===== src/rtl/ddr3_we_n_lane_ctrl.sv =====
// Fabric-side driver for the DDR3 WE_N lane: packs commands into the four serializer slots
// (1T/2T with slot-3 spill) and walks the IOD output delay line to a requested tap.
module ddr3_we_n_lane_ctrl #(
    parameter int T2_MODE    = 0,
    parameter int INIT_HOLD  = 16,
    parameter int INIT_TAP   = 1,
    parameter int MAX_TAP    = 127,
    parameter int SETTLE_CYC = 4
) (
    input  logic       fab_clk,
    input  logic       tx_sync_rst,
    input  logic       cmd_valid,
    output logic       cmd_ready,
    input  logic       cmd_we_n,
    input  logic [1:0] cmd_slot,
    output logic [3:0] tx_data_0,
    output logic [3:0] oe_data_0,
    output logic       cmd_collide,
    input  logic       tap_req_valid,
    output logic       tap_req_ready,
    input  logic [7:0] tap_req_target,
    output logic [7:0] tap_cur,
    output logic       tap_done,
    output logic       tap_err,
    output logic       delay_line_move_0,
    output logic       delay_line_direction_0,
    output logic       delay_line_load_0,
    input  logic       delay_line_out_of_range_0
);

    localparam int HOLD_W = (INIT_HOLD > 1) ? $clog2(INIT_HOLD) : 1;
    localparam int SET_W  = (SETTLE_CYC > 1) ? $clog2(SETTLE_CYC) : 1;
    localparam logic [HOLD_W-1:0] HOLD_LAST   = HOLD_W'(INIT_HOLD - 1);
    localparam logic [SET_W-1:0]  SETTLE_LAST = SET_W'(SETTLE_CYC - 1);
    localparam logic [7:0] INIT_TAP_L = 8'(INIT_TAP);
    localparam logic [7:0] MAX_TAP_L  = 8'(MAX_TAP);
    localparam bit T2 = (T2_MODE != 0);

    typedef enum logic [2:0] {
        ST_LOAD,
        ST_SETTLE,
        ST_IDLE,
        ST_CHECK,
        ST_STEP,
        ST_DONE
    } tap_state_t;

    // ---------------- command packing ----------------
    logic              cmd_accept;
    logic [3:0]        cmd_vec;
    logic              spill_next;
    logic              spill;
    logic [HOLD_W-1:0] hold_cnt;

    assign cmd_accept = cmd_valid && cmd_ready;

    // NOTE: every signal gets its default before any condition, so no path can infer a latch.
    always_comb begin
        cmd_vec    = 4'hF;
        spill_next = 1'b0;
        if (cmd_accept && !cmd_we_n) begin
            cmd_vec[cmd_slot] = 1'b0;
            if (T2) begin
                if (cmd_slot == 2'd3) spill_next = 1'b1;
                else                  cmd_vec[cmd_slot + 2'd1] = 1'b0;
            end
        end
    end

    // NOTE: registered state uses non-blocking assignments so all flops see pre-edge values.
    always_ff @(posedge fab_clk) begin
        if (tx_sync_rst) begin
            tx_data_0   <= 4'hF;
            oe_data_0   <= 4'h0;
            cmd_ready   <= 1'b0;
            cmd_collide <= 1'b0;
            spill       <= 1'b0;
            hold_cnt    <= '0;
        end else begin
            // A pending 2T spill owns slot 0 of this cycle regardless of the new command.
            tx_data_0 <= spill ? (cmd_vec & 4'b1110) : cmd_vec;
            spill     <= spill_next;
            if (spill && !cmd_vec[0]) cmd_collide <= 1'b1;
            if (!cmd_ready) begin
                if (hold_cnt == HOLD_LAST) begin
                    cmd_ready <= 1'b1;
                    oe_data_0 <= 4'hF;
                end else begin
                    hold_cnt <= hold_cnt + 1'b1;
                end
            end
        end
    end

    // ---------------- delay-line tap sequencer ----------------
    tap_state_t       tap_state;
    logic [7:0]       tap_target;
    logic [SET_W-1:0] settle_cnt;
    logic             move_seen;

    always_ff @(posedge fab_clk) begin
        if (tx_sync_rst) begin
            tap_state              <= ST_LOAD;
            tap_cur                <= INIT_TAP_L;
            tap_target             <= 8'd0;
            settle_cnt             <= '0;
            move_seen              <= 1'b0;
            tap_req_ready          <= 1'b0;
            tap_done               <= 1'b0;
            tap_err                <= 1'b0;
            delay_line_move_0      <= 1'b0;
            delay_line_direction_0 <= 1'b0;
            delay_line_load_0      <= 1'b0;
        end else begin
            delay_line_load_0 <= 1'b0;
            delay_line_move_0 <= 1'b0;
            tap_done          <= 1'b0;
            case (tap_state)
                ST_LOAD: begin
                    delay_line_load_0 <= 1'b1;
                    tap_cur           <= INIT_TAP_L;
                    move_seen         <= 1'b0;
                    settle_cnt        <= SETTLE_LAST;
                    tap_state         <= ST_SETTLE;
                end
                ST_SETTLE: begin
                    // The IOD flags a step it could not take; roll the tap count back to match.
                    if (move_seen && delay_line_out_of_range_0) begin
                        tap_err   <= 1'b1;
                        tap_cur   <= delay_line_direction_0 ? tap_cur - 8'd1 : tap_cur + 8'd1;
                        tap_state <= ST_DONE;
                    end else if (settle_cnt != '0) begin
                        settle_cnt <= settle_cnt - 1'b1;
                    end else if (!move_seen) begin
                        tap_req_ready <= 1'b1;
                        tap_state     <= ST_IDLE;
                    end else if (tap_cur == tap_target) begin
                        tap_state <= ST_DONE;
                    end else begin
                        tap_state <= ST_STEP;
                    end
                end
                ST_IDLE: begin
                    if (tap_req_valid) begin
                        tap_req_ready <= 1'b0;
                        tap_err       <= 1'b0;
                        tap_target    <= tap_req_target;
                        tap_state     <= ST_CHECK;
                    end
                end
                ST_CHECK: begin
                    if (tap_target > MAX_TAP_L) begin
                        tap_err   <= 1'b1;
                        tap_state <= ST_DONE;
                    end else if (tap_target == tap_cur) begin
                        tap_state <= ST_DONE;
                    end else begin
                        tap_state <= ST_STEP;
                    end
                end
                ST_STEP: begin
                    delay_line_move_0 <= 1'b1;
                    move_seen         <= 1'b1;
                    if (tap_target > tap_cur) begin
                        delay_line_direction_0 <= 1'b1;
                        tap_cur                <= tap_cur + 8'd1;
                    end else begin
                        delay_line_direction_0 <= 1'b0;
                        tap_cur                <= tap_cur - 8'd1;
                    end
                    settle_cnt <= SETTLE_LAST;
                    tap_state  <= ST_SETTLE;
                end
                ST_DONE: begin
                    tap_done      <= 1'b1;
                    tap_req_ready <= 1'b1;
                    tap_state     <= ST_IDLE;
                end
                default: tap_state <= ST_LOAD;
            endcase
        end
    end

endmodule


===== config.mk =====
export PLATFORM = sky130hd
export DESIGN_NAME = ddr3_we_n_lane_ctrl
export DESIGN_NICKNAME = d
export VERILOG_FILES = /design/src/rtl/ddr3_we_n_lane_ctrl.sv
export SDC_FILE = /design/constraint.sdc
export NUM_CORES = 1
export LEC_CHECK = 0
export BUFFER_PORTS_ARGS = -buffer_cell sky130_fd_sc_hd__buf_4
export CAP_MARGIN = 20
export CORE_MARGIN = 2
export CORE_UTILIZATION = 59
export CTS_CLUSTER_SIZE = 40
export DETAILED_ROUTE_END_ITERATION = 8
export PLACE_DENSITY = 0.93
export RECOVER_POWER = 25
export SYNTH_ARGS = -nofsm -noshare
export SYNTH_HDL_FRONTEND = slang
export SYNTH_SLANG_ARGS = --single-unit
export TNS_END_PERCENT = 10

===== constraint.sdc =====
create_clock -name fab_clk -period 3.8 [get_ports fab_clk]
set_input_delay 0.38 -clock fab_clk [delete_from_list [all_inputs] [get_ports fab_clk]]
set_output_delay 0.38 -clock fab_clk [all_outputs]
set_load 0.02 [all_outputs]

==> impl_metrics.ini, run 1 <==
[status]
status = complete, no violations

[sta]
tightest_slew_ns = 0.619
timing.final.ws_setup_ns = 1.07
maxSlewViolCount = 0
setup_tns_ns = 0
grt_setup_unrepaired = false
finalSetupViolCount = 0
hold_viol_final = 0
fmax_mhz = 366
fin_crit_ns = 2.73
relSlewSlack_pct = 58.7
fin_crit_sh_pct = 71.9
skew_ns = 0.0112

[yosys]
ys_seq_area_share_pct = 35.6
yosys_warnings = 0
yosys.area.top_type = dfxtp_1
synth_area_um2 = 2140
synth_top_area_share_pct = 35.6
synth_edf_count = 0
syn-instance-count = 259
synth_ff_type = dfxtp_1
ys_async_sr_fraction_pct = 0
synthDistinctLibCells = 52
synthTopCellsByArea = dfxtp_1 36%, ha_1 7.0%, nor2_1 6.0%
syn_nets = 287
avgSynthCellArea_um2 = 8.25
synth-seq-cells = 38

[critical_path]
reg2reg_setup_slack_ns = 1.07
crit_required_ns = 4.04
path_cells = inv_1, ha_1, nand3_1, o221ai_1, a22o_1, mux2_1, nor4b_1, or3_1
cp-start-kind = flop
r2r-start = tap_cur[2]
setup.worst_path.start = tap_cur[2]
max_stage_delay_ns = 0.52
endpoint = tap_cur[7]
cp_max_fo = 11
worstRegToRegCells = 8
cp_slowest_cell = dfxtp_1
path_class = flop to flop
rr_endpoint = tap_cur[7]
cp-end-kind = flop
cp.arrival_ns = 2.97
crit_buf_inv = 1
path_depth = 8
crit_family = compound AO/OA/AOI/OAI gates

[detailed_routing]
wl_mm = 4.72
antenna_left = 0
firstDrtPassIters = 4
first_iter_violations = 90
drc = 0
wire_per_inst_um = 14.2
route.vias.total = 1951
vias_per_cell = 5.86

[finish]
final_util_pct = 71.5
syn2layout_area_growth_pct = 14.2
stdcell_count = 333
layout.nets = 315
drive_above_1_share_pct = 15.7
n_antenna_cell = 0

[clock_network]
clk_pin_slew_worst_paths_ns = 0.11
post-cts-setup-buffers = 0
clk_latency_ns = 0.34
cts_buffer_depth = 2
clock_sinks = 38
postCtsResizedCells = 0
cts_root_buffer = clkbuf_4
cts-htree-levels = 2
cts_tree = built
numCtsBuffers = 5
cts-hold-fix-buffers = 0

[place]
place_ws_ns = 1.16
numPortBuffers = 38
place_inst = 326
gp_congestion = 0.932
hpwl_mm = 3.43

[grt]
grt_usage_pct = 23.6
grt_max_degree = 40
met3_usage_pct = 5.11
first_global_vias = 1802
gr-total-overflow = 0
grt.busiest_layer = met2
grt_pass1_wl_mm = 7.80
antenna_found_initial = 0
use_met2_pct = 40.4
gr-usage-met1_pct = 28.6

[power]
p_leak_nw = 0.954
ir_drop_mv = 0.251
power.density_nw_per_um2 = 381

[floorplan]
die_area_um2 = 4120
ioPinCount = 40
floorplan.core_area_um2 = 3420
die_w_um = 64.2
die_h_um = 64.2
fp-row-count = 21
initial_core_util_pct = 62.6

[flow_run]
maxCapViolations = 0

[worst_hold_path]
hold_path.class = input pin to flop
## worst min-delay path by stage
stage | start | end | slack, ns | depth (start not counted)
after floorplan | cmd_slot[1] | tx_data_0[2] | 0.44 | 1
after global placement | tap_target[1] | tap_target[1] | 0.48 | 2
after detailed placement | tap_req_ready | tap_req_ready | 0.49 | 2
after CTS | cmd_slot[1] | tx_data_0[2] | 0.22 | 2
after global routing | cmd_slot[1] | tx_data_0[2] | 0.22 | 2
final | cmd_slot[1] | tx_data_0[2] | 0.22 | 2
## registers in the layout (all words and copies together) (netlist names)
signal,count
move_seen,1
oe_data_0,1
hold_cnt,4
delay_line_move_0,1
cmd_ready,1
tx_data_0,4
tap_done,1
tap_req_ready,1
tap_err,1
settle_cnt,2
delay_line_load_0,1
delay_line_direction_0,1
tap_target,8
tap_cur,8
tap_state,3
## cells by family after synthesis
| family | share of synthesized area (%) |
|---|---|
| other | 0.175 |
| buffers and inverters | 7.03 |
| AND/OR/NAND/NOR | 25.0 |
| multiplexers | 6.38 |
| flip-flops | 35.6 |
| adder cells (fa/ha/maj) | 7.03 |
| AO/OA/AOI/OAI | 15.9 |
| XOR/XNOR | 2.87 |
## report_power, final
part / internal (W) / total (W) / leakage [nW] / switching (W)
registers: 0.000418 / 0.000444 / 0.309 / 0.0000263
logic: 0.0000863 / 0.000206 / 0.600 / 0.000120
clock network: 0.000153 / 0.000279 / 0.0443 / 0.000126
## per-layer routing
metal  vias to the layer above  wire (um)
li1                        976          -
met1                       911       2110
met2                        56       2270
met3                         8        277
met4                         0         61
met5                         -          0
## layout make-up
class | instances | area, um2
inverter | 14 | 52.6
sequential | 38 | 761
timing repair buffer | 38 | 263
clock buffer | 6 | 51.3
fill | 293 | 975
tap | 46 | 57.6
clock inverter | 1 | 30.0
multi-input combinational | 190 | 1230
## cells in the mapped netlist, drive strengths merged (2+ instances only)
| cell | count |
|---|---|
| a211oi | 4 |
| a21o | 2 |
| a21oi | 20 |
| a221oi | 4 |
| a31oi | 3 |
| and2 | 2 |
| and3 | 2 |
| and4 | 4 |
| buf | 9 |
| clkbuf | 8 |
| dfxtp | 38 |
| ha | 12 |
| inv | 14 |
| mux2 | 2 |
| mux2i | 11 |
| nand2 | 16 |
| nand2b | 2 |
| nand3 | 9 |
| nand3b | 4 |
| nand4 | 6 |
| nor2 | 34 |
| nor3 | 9 |
| nor3b | 2 |
| nor4 | 2 |
| o211ai | 2 |
| o21ai | 8 |
| or2 | 2 |
| or2b | 2 |
| or3 | 3 |
| or4 | 3 |
| xnor2 | 6 |
## placed cells by master, fill, tap and decap left out, types with 2 or more instances in the layout
master	netlist	routed
nor3_1	9	9
nor4_1	2	2
o211ai_1	2	2
clkbuf_1	8	6
nand3b_1	4	4
mux2i_1	11	11
or2_2	2	2
o21ai_0	8	8
a21o_1	2	2
nor3b_1	2	2
or2b_1	2	2
inv_1	14	14
a21oi_1	20	20
a221oi_1	4	4
or4_1	2	2
nand4_1	6	6
dfxtp_1	38	38
a211oi_1	4	4
nor2_1	34	34
xnor2_1	6	6
nand2_1	16	16
and4_1	4	4
a31oi_1	3	3
or3_1	3	3
clkbuf_4	0	5
nand3_1	9	9
buf_4	4	32
nand2b_1	2	2
ha_1	12	12
## metrics by stage
| stage | cell area, um2 | hold WS [ns] | total power, W |
|---|---|---|---|
| after detailed placement | 2380 | 0.489 | 0.000656 |
| final | 2440 | 0.222 | 0.000929 |
| after global routing | 2440 | 0.223 | 0.000979 |
| after global placement | 2380 | 0.480 | 0.000648 |
| after CTS | 2460 | 0.217 | 0.000932 |
| after floorplan | 2140 | 0.442 | 0.000601 |
## worst register-to-register path, stage by stage (launching register included)
cell      delay [ns]
dfxtp_1         0.52
inv_1           0.16
ha_1            0.36
nand3_1         0.10
o221ai_1        0.31
a22o_1          0.34
mux2_1          0.38
nor4b_1         0.16
or3_1           0.32
No activity file was read; power rests on OpenSTA's default activity.
==> run 2: changes to the inputs <==
- CORE_UTILIZATION: 59 -> 50
- PLACE_DENSITY: 0.93 -> 0.85
- clock period: 3.8 -> 2.3 ns (I/O delays scaled with it)
==> impl_metrics.ini, run 2 (synthesis gave the netlist of run 1 again) <==
[status]
status = complete, but fails checks
violations = setup timing

[sta]
maxSlewViolCount = 0
whs_ns = 0.110
setup_tns_ns = -0.00163
grt_setup_unrepaired = true
fin_crit_sh_pct = 100
fin_crit_ns = 2.30
relSlewSlack_pct = 56.9
timing.final.ws_setup_ns = -0.00163
tightest_slew_ns = 0.646
hold_viol_final = 0
fmax_mhz = 434
skew_ns = 0.00818
finalSetupViolCount = 1

[place]
gp_congestion = 0.928
numPortBuffers = 38
hpwl_mm = 3.48
place_ws_ns = -0.00931

[worst_hold_path]
hold_path.class = input pin to flop
hold_end = tx_data_0[2]
worstHoldPathCells = 2
min_from = cmd_slot[1]

[grt]
grt_usage_pct = 21.1
grt.busiest_layer = met2
gr-total-overflow = 0
grt_pass1_wl_mm = 8.37
gr-usage-met1_pct = 26.1
antenna_found_initial = 0
met3_usage_pct = 4.80
first_global_vias = 1877
use_met2_pct = 34.8
grt_max_degree = 40

[critical_path]
r2r-start = tap_cur[1]
cp.arrival_ns = 2.49
rr_endpoint = tap_cur[7]
worstRegToRegCells = 8
cp_slowest_cell = dfxtp_4
reg2reg_setup_slack_ns = -0.002
path_class = flop to flop
setup.worst_path.start = tap_cur[1]
cp-end-kind = flop
crit_family = simple AND/OR/NAND/NOR gates
max_stage_delay_ns = 0.37
cp_max_fo = 5
crit_buf_inv = 1
crit_required_ns = 2.49
cp-start-kind = flop
path_cells = inv_1, ha_4, nand3_1, o221ai_2, a22o_1, mux2_1, nor4b_1, or3_1

[power]
power.density_nw_per_um2 = 674
ir_drop_mv = 0.400
p_leak_nw = 1.06
finalPower_w = 0.00184

[detailed_routing]
wire_per_inst_um = 15.5
vias_per_cell = 5.84
antenna_left = 0
wl_mm = 5.45
route.vias.total = 2057
firstDrtPassIters = 6
first_iter_violations = 235
drc = 0

[clock_network]
clk_pin_slew_worst_paths_ns = 0.08
cts-hold-fix-buffers = 0
cts_buffer_depth = 2
cts_tree = built
numCtsBuffers = 5
clk_latency_ns = 0.30
clock_sinks = 38
cts-htree-levels = 2
cts_root_buffer = clkbuf_8

[floorplan]
die_area_um2 = 4810
initial_core_util_pct = 52.7
floorplan.core_area_um2 = 4060
die_w_um = 69.4
ioPinCount = 40
die_h_um = 69.4
fp-row-count = 23

[finish]
final_cell_mix = 42 x buf_4, 34 x nor2_1, 30 x dfxtp_1
final_common_cell = buf_4
top_regs = tap_cur: 8 flops, tap_target: 8 flops
final_util_pct = 67.3
layout.nets = 329
drive_above_1_share_pct = 26.5
syn2layout_area_growth_pct = 27.8
n_antenna_cell = 0
nFillCells = 320

[flow_run]
maxCapViolations = 0
-- run 2: worst max path at each step --
stage | slack (ns) | endpoint | depth (start not counted)
6_report | -0.002 | tap_cur[7] | 8
4_1_cts | 0.005 | tap_cur[7] | 6
5_1_grt | -0.14 | tap_cur[2] | 9
2_1_floorplan | -0.0003 | tap_cur[7] | 7
3_3_place_gp | 0.07 | tap_cur[7] | 6
3_5_place_dp | -0.009 | tap_cur[7] | 6
-- run 2: cell type report --
class	instances	area [um2]	area share, %
clock buffer	5	68.8	2.52
sequential	38	781	28.6
clock inverter	3	68.8	2.52
multi-input combinational	190	1340	49.2
inverter	14	52.6	1.92
timing repair buffer	52	354	13.0
tap	50	62.6	2.29
-- run 2: stage by stage --
stage,cells,instance area [um2]
5_1_grt,352,2730
3_5_place_dp,339,2480
4_1_cts,347,2620
6_report,352,2730
2_1_floorplan,259,2180
3_3_place_gp,339,2480
-- run 2: timing repair --
action,4_1_cts,5_1_grt
gates resized for setup,1,17
endpoints found under the hold margin,0,0
buffers inserted,0,5
pin swaps,0,5
setup endpoints to repair,1,5
-- run 2: where the power goes --
group,internal [W],total [W],switching (W)
Sequential,0.000690,0.000726,0.0000352
Combinational,0.000184,0.000425,0.000242
Clock,0.000435,0.000690,0.000255
-- run 2: routing by layer --
metal | part of all wire (%) | vias to the layer above
li1 | - | 1007
met1 | 43 | 940
met2 | 48 | 86
met3 | 6.2 | 24
met4 | 3.6 | 0
met5 | 0 | -
==> run 3: changes to the inputs <==
- ABC_AREA: unset -> 1
- CORE_UTILIZATION: 50 -> 56
- PLACE_DENSITY: 0.85 -> 0.89
- clock period: 2.3 -> 2.4 ns (I/O delays scaled with it)
==> impl_metrics.ini, run 3 <==
[status]
status = complete, no violations

[clock_network]
numCtsBuffers = 5
clock_sinks = 38
cts-hold-fix-buffers = 0
clk_latency_ns = 0.30
post-cts-setup-buffers = 0
postCtsResizedCells = 0
cts-htree-levels = 2
cts_root_buffer = clkbuf_8
cts_buffer_depth = 2
clk_pin_slew_worst_paths_ns = 0.08
cts_tree = built

[critical_path]
worstRegToRegCells = 12
rr_endpoint = tap_cur[5]
cp_slowest_cell = dfxtp_1
cp-start-kind = flop
cp_common_cell = nand2_1
cp.arrival_ns = 2.35
crit_required_ns = 2.61
reg2reg_setup_slack_ns = 0.25
crit_buf_inv = 2
path_class = flop to flop
cp-end-kind = flop
crit_family = simple AND/OR/NAND/NOR gates
endpoint = tap_cur[5]
path_depth = 12
cp_max_fo = 9
max_stage_delay_ns = 0.48
setup.worst_path.start = tap_cur[5]
path_cells = inv_1, ha_1, a21oi_1, nor2_1, nor2_1, nand2_1, nand2_2, nand2_1, nand3_1, nand3_1, nand2_1, inv_1
r2r-start = tap_cur[5]

[yosys]
synth_ff_type = dfxtp_1
synth_area_um2 = 2290
syn_nets = 361
avgSynthCellArea_um2 = 6.86
yosys_warnings = 0
synthTopCellsByCount = 62 x nand2_1, 45 x inv_1, 41 x nor2_1
syn-instance-count = 333
synth-seq-cells = 38
synth_top_area_share_pct = 33.3
ys_seq_area_share_pct = 33.3
ys_async_sr_fraction_pct = 0
synth_edf_count = 0
yosys.area.top_type = dfxtp_1
synthDistinctLibCells = 37
synthTopCellsByArea = dfxtp_1 33%, nand2_1 10%, inv_1 7.4%
synthMostInstantiatedCell = nand2_1

[sta]
hold_viol_final = 0
fin_crit_sh_pct = 89.4
tightest_slew_ns = 0.603
setup_tns_ns = 0
fmax_mhz = 466
timing.final.ws_setup_ns = 0.254
fin_crit_ns = 2.15
finalSetupViolCount = 0
relSlewSlack_pct = 59.8
grt_setup_unrepaired = false
maxSlewViolCount = 0
skew_ns = 0.0107

[power]
ir_drop_mv = 0.491
power.density_nw_per_um2 = 1160
p_leak_nw = 1.33

[finish]
final_common_cell = nand2_1
layout.nets = 394
multiInputGateArea_um2 = 1230
drive_above_1_share_pct = 15.0
seq_area_um2 = 761
nFillCells = 367
n_antenna_cell = 0
stdcell_count = 416
top_regs = tap_cur: 8 flops, tap_target: 8 flops
final_cell_mix = 62 x nand2_1, 46 x inv_1, 42 x nor2_1
syn2layout_area_growth_pct = 14.8

[grt]
grt_max_degree = 22
antenna_found_initial = 0
use_met2_pct = 42.0
gr-total-overflow = 0
grt.busiest_layer = met2
gr-usage-met1_pct = 31.0
grt_usage_pct = 25.2
met3_usage_pct = 6.91
first_global_vias = 2077
grt_pass1_wl_mm = 8.78

[place]
gp_congestion = 0.920
place_ws_ns = 0.313
place_inst = 409
numPortBuffers = 38
hpwl_mm = 3.94

[floorplan]
initial_core_util_pct = 57.6
die_w_um = 67.9
ioPinCount = 40
die_area_um2 = 4610
die_h_um = 67.9
floorplan.core_area_um2 = 3970
fp-row-count = 23

[detailed_routing]
vias_per_cell = 5.44
antenna_left = 0
first_iter_violations = 186
firstDrtPassIters = 5
drc = 0
wire_per_inst_um = 12.9
route.vias.total = 2264
wl_mm = 5.39

[flow_run]
maxCapViolations = 0

[worst_hold_path]
hold_path.class = input pin to flop
==> run 3: area by class of cell <==
| cell class | count | area share, % |
|---|---|---|
| Inverter | 53 | 7.77 |
| Tap cell | 50 | 2.38 |
| Clock inverter | 1 | 1.14 |
| Sequential cell | 38 | 29.0 |
| Timing Repair Buffer | 39 | 9.72 |
| Multi-Input combinational cell | 229 | 46.9 |
| Clock buffer | 6 | 3.15 |
==> run 3: through the flow <==
| stage | util, % | total power (W) | area, um2 | hold slack [ns] |
|---|---|---|---|---|
| global placement | 64.3 | 0.00242 | 2550 | 0.452 |
| floorplan | - | 0.00210 | 2290 | 0.316 |
| finish | 66.1 | 0.00305 | 2630 | 0.152 |
| CTS | 67.1 | 0.00304 | 2670 | 0.147 |
| global route | 66.1 | 0.00328 | 2630 | 0.148 |
| detailed placement | 64.3 | 0.00247 | 2550 | 0.460 |
==> run 3: kinds of logic (layout without fill, tap and decap cells) <==
kind of cell,after synthesis,count (layout),synth area share (%)
AO/OA/AOI/OAI,48,48,11.4
XOR/XNOR,7,7,2.68
other,1,1,0.164
adder cells (fa/ha/maj),12,12,6.57
AND/OR/NAND/NOR,161,161,33.1
flip-flops,38,38,33.3
buffers and inverters,66,99,12.8
==> run 3: worst min path at each step <==
stage,cells after the start,slack (ns),end,startpoint
2_1_floorplan,1,0.32,hold_cnt[3],tx_sync_rst
3_3_place_gp,2,0.45,tx_data_0[3],cmd_slot[0]
3_5_place_dp,2,0.46,tx_data_0[1],cmd_slot[0]
4_1_cts,2,0.15,tx_data_0[1],cmd_slot[0]
5_1_grt,2,0.15,tx_data_0[3],cmd_slot[0]
6_report,2,0.15,tx_data_0[3],cmd_slot[0]
==> run 3: routing by layer <==
metal  up-vias  wire length, um
met1      1041             2310
met5         -                0
li1       1130                -
met4         0               75
met3        11              353
met2        82             2650
==> run 3: power by group <==
group          internal, W  switching, W  total, W
registers         0.000759      0.000146  0.000905
logic             0.000539       0.00103   0.00157
clock network     0.000333      0.000236  0.000569
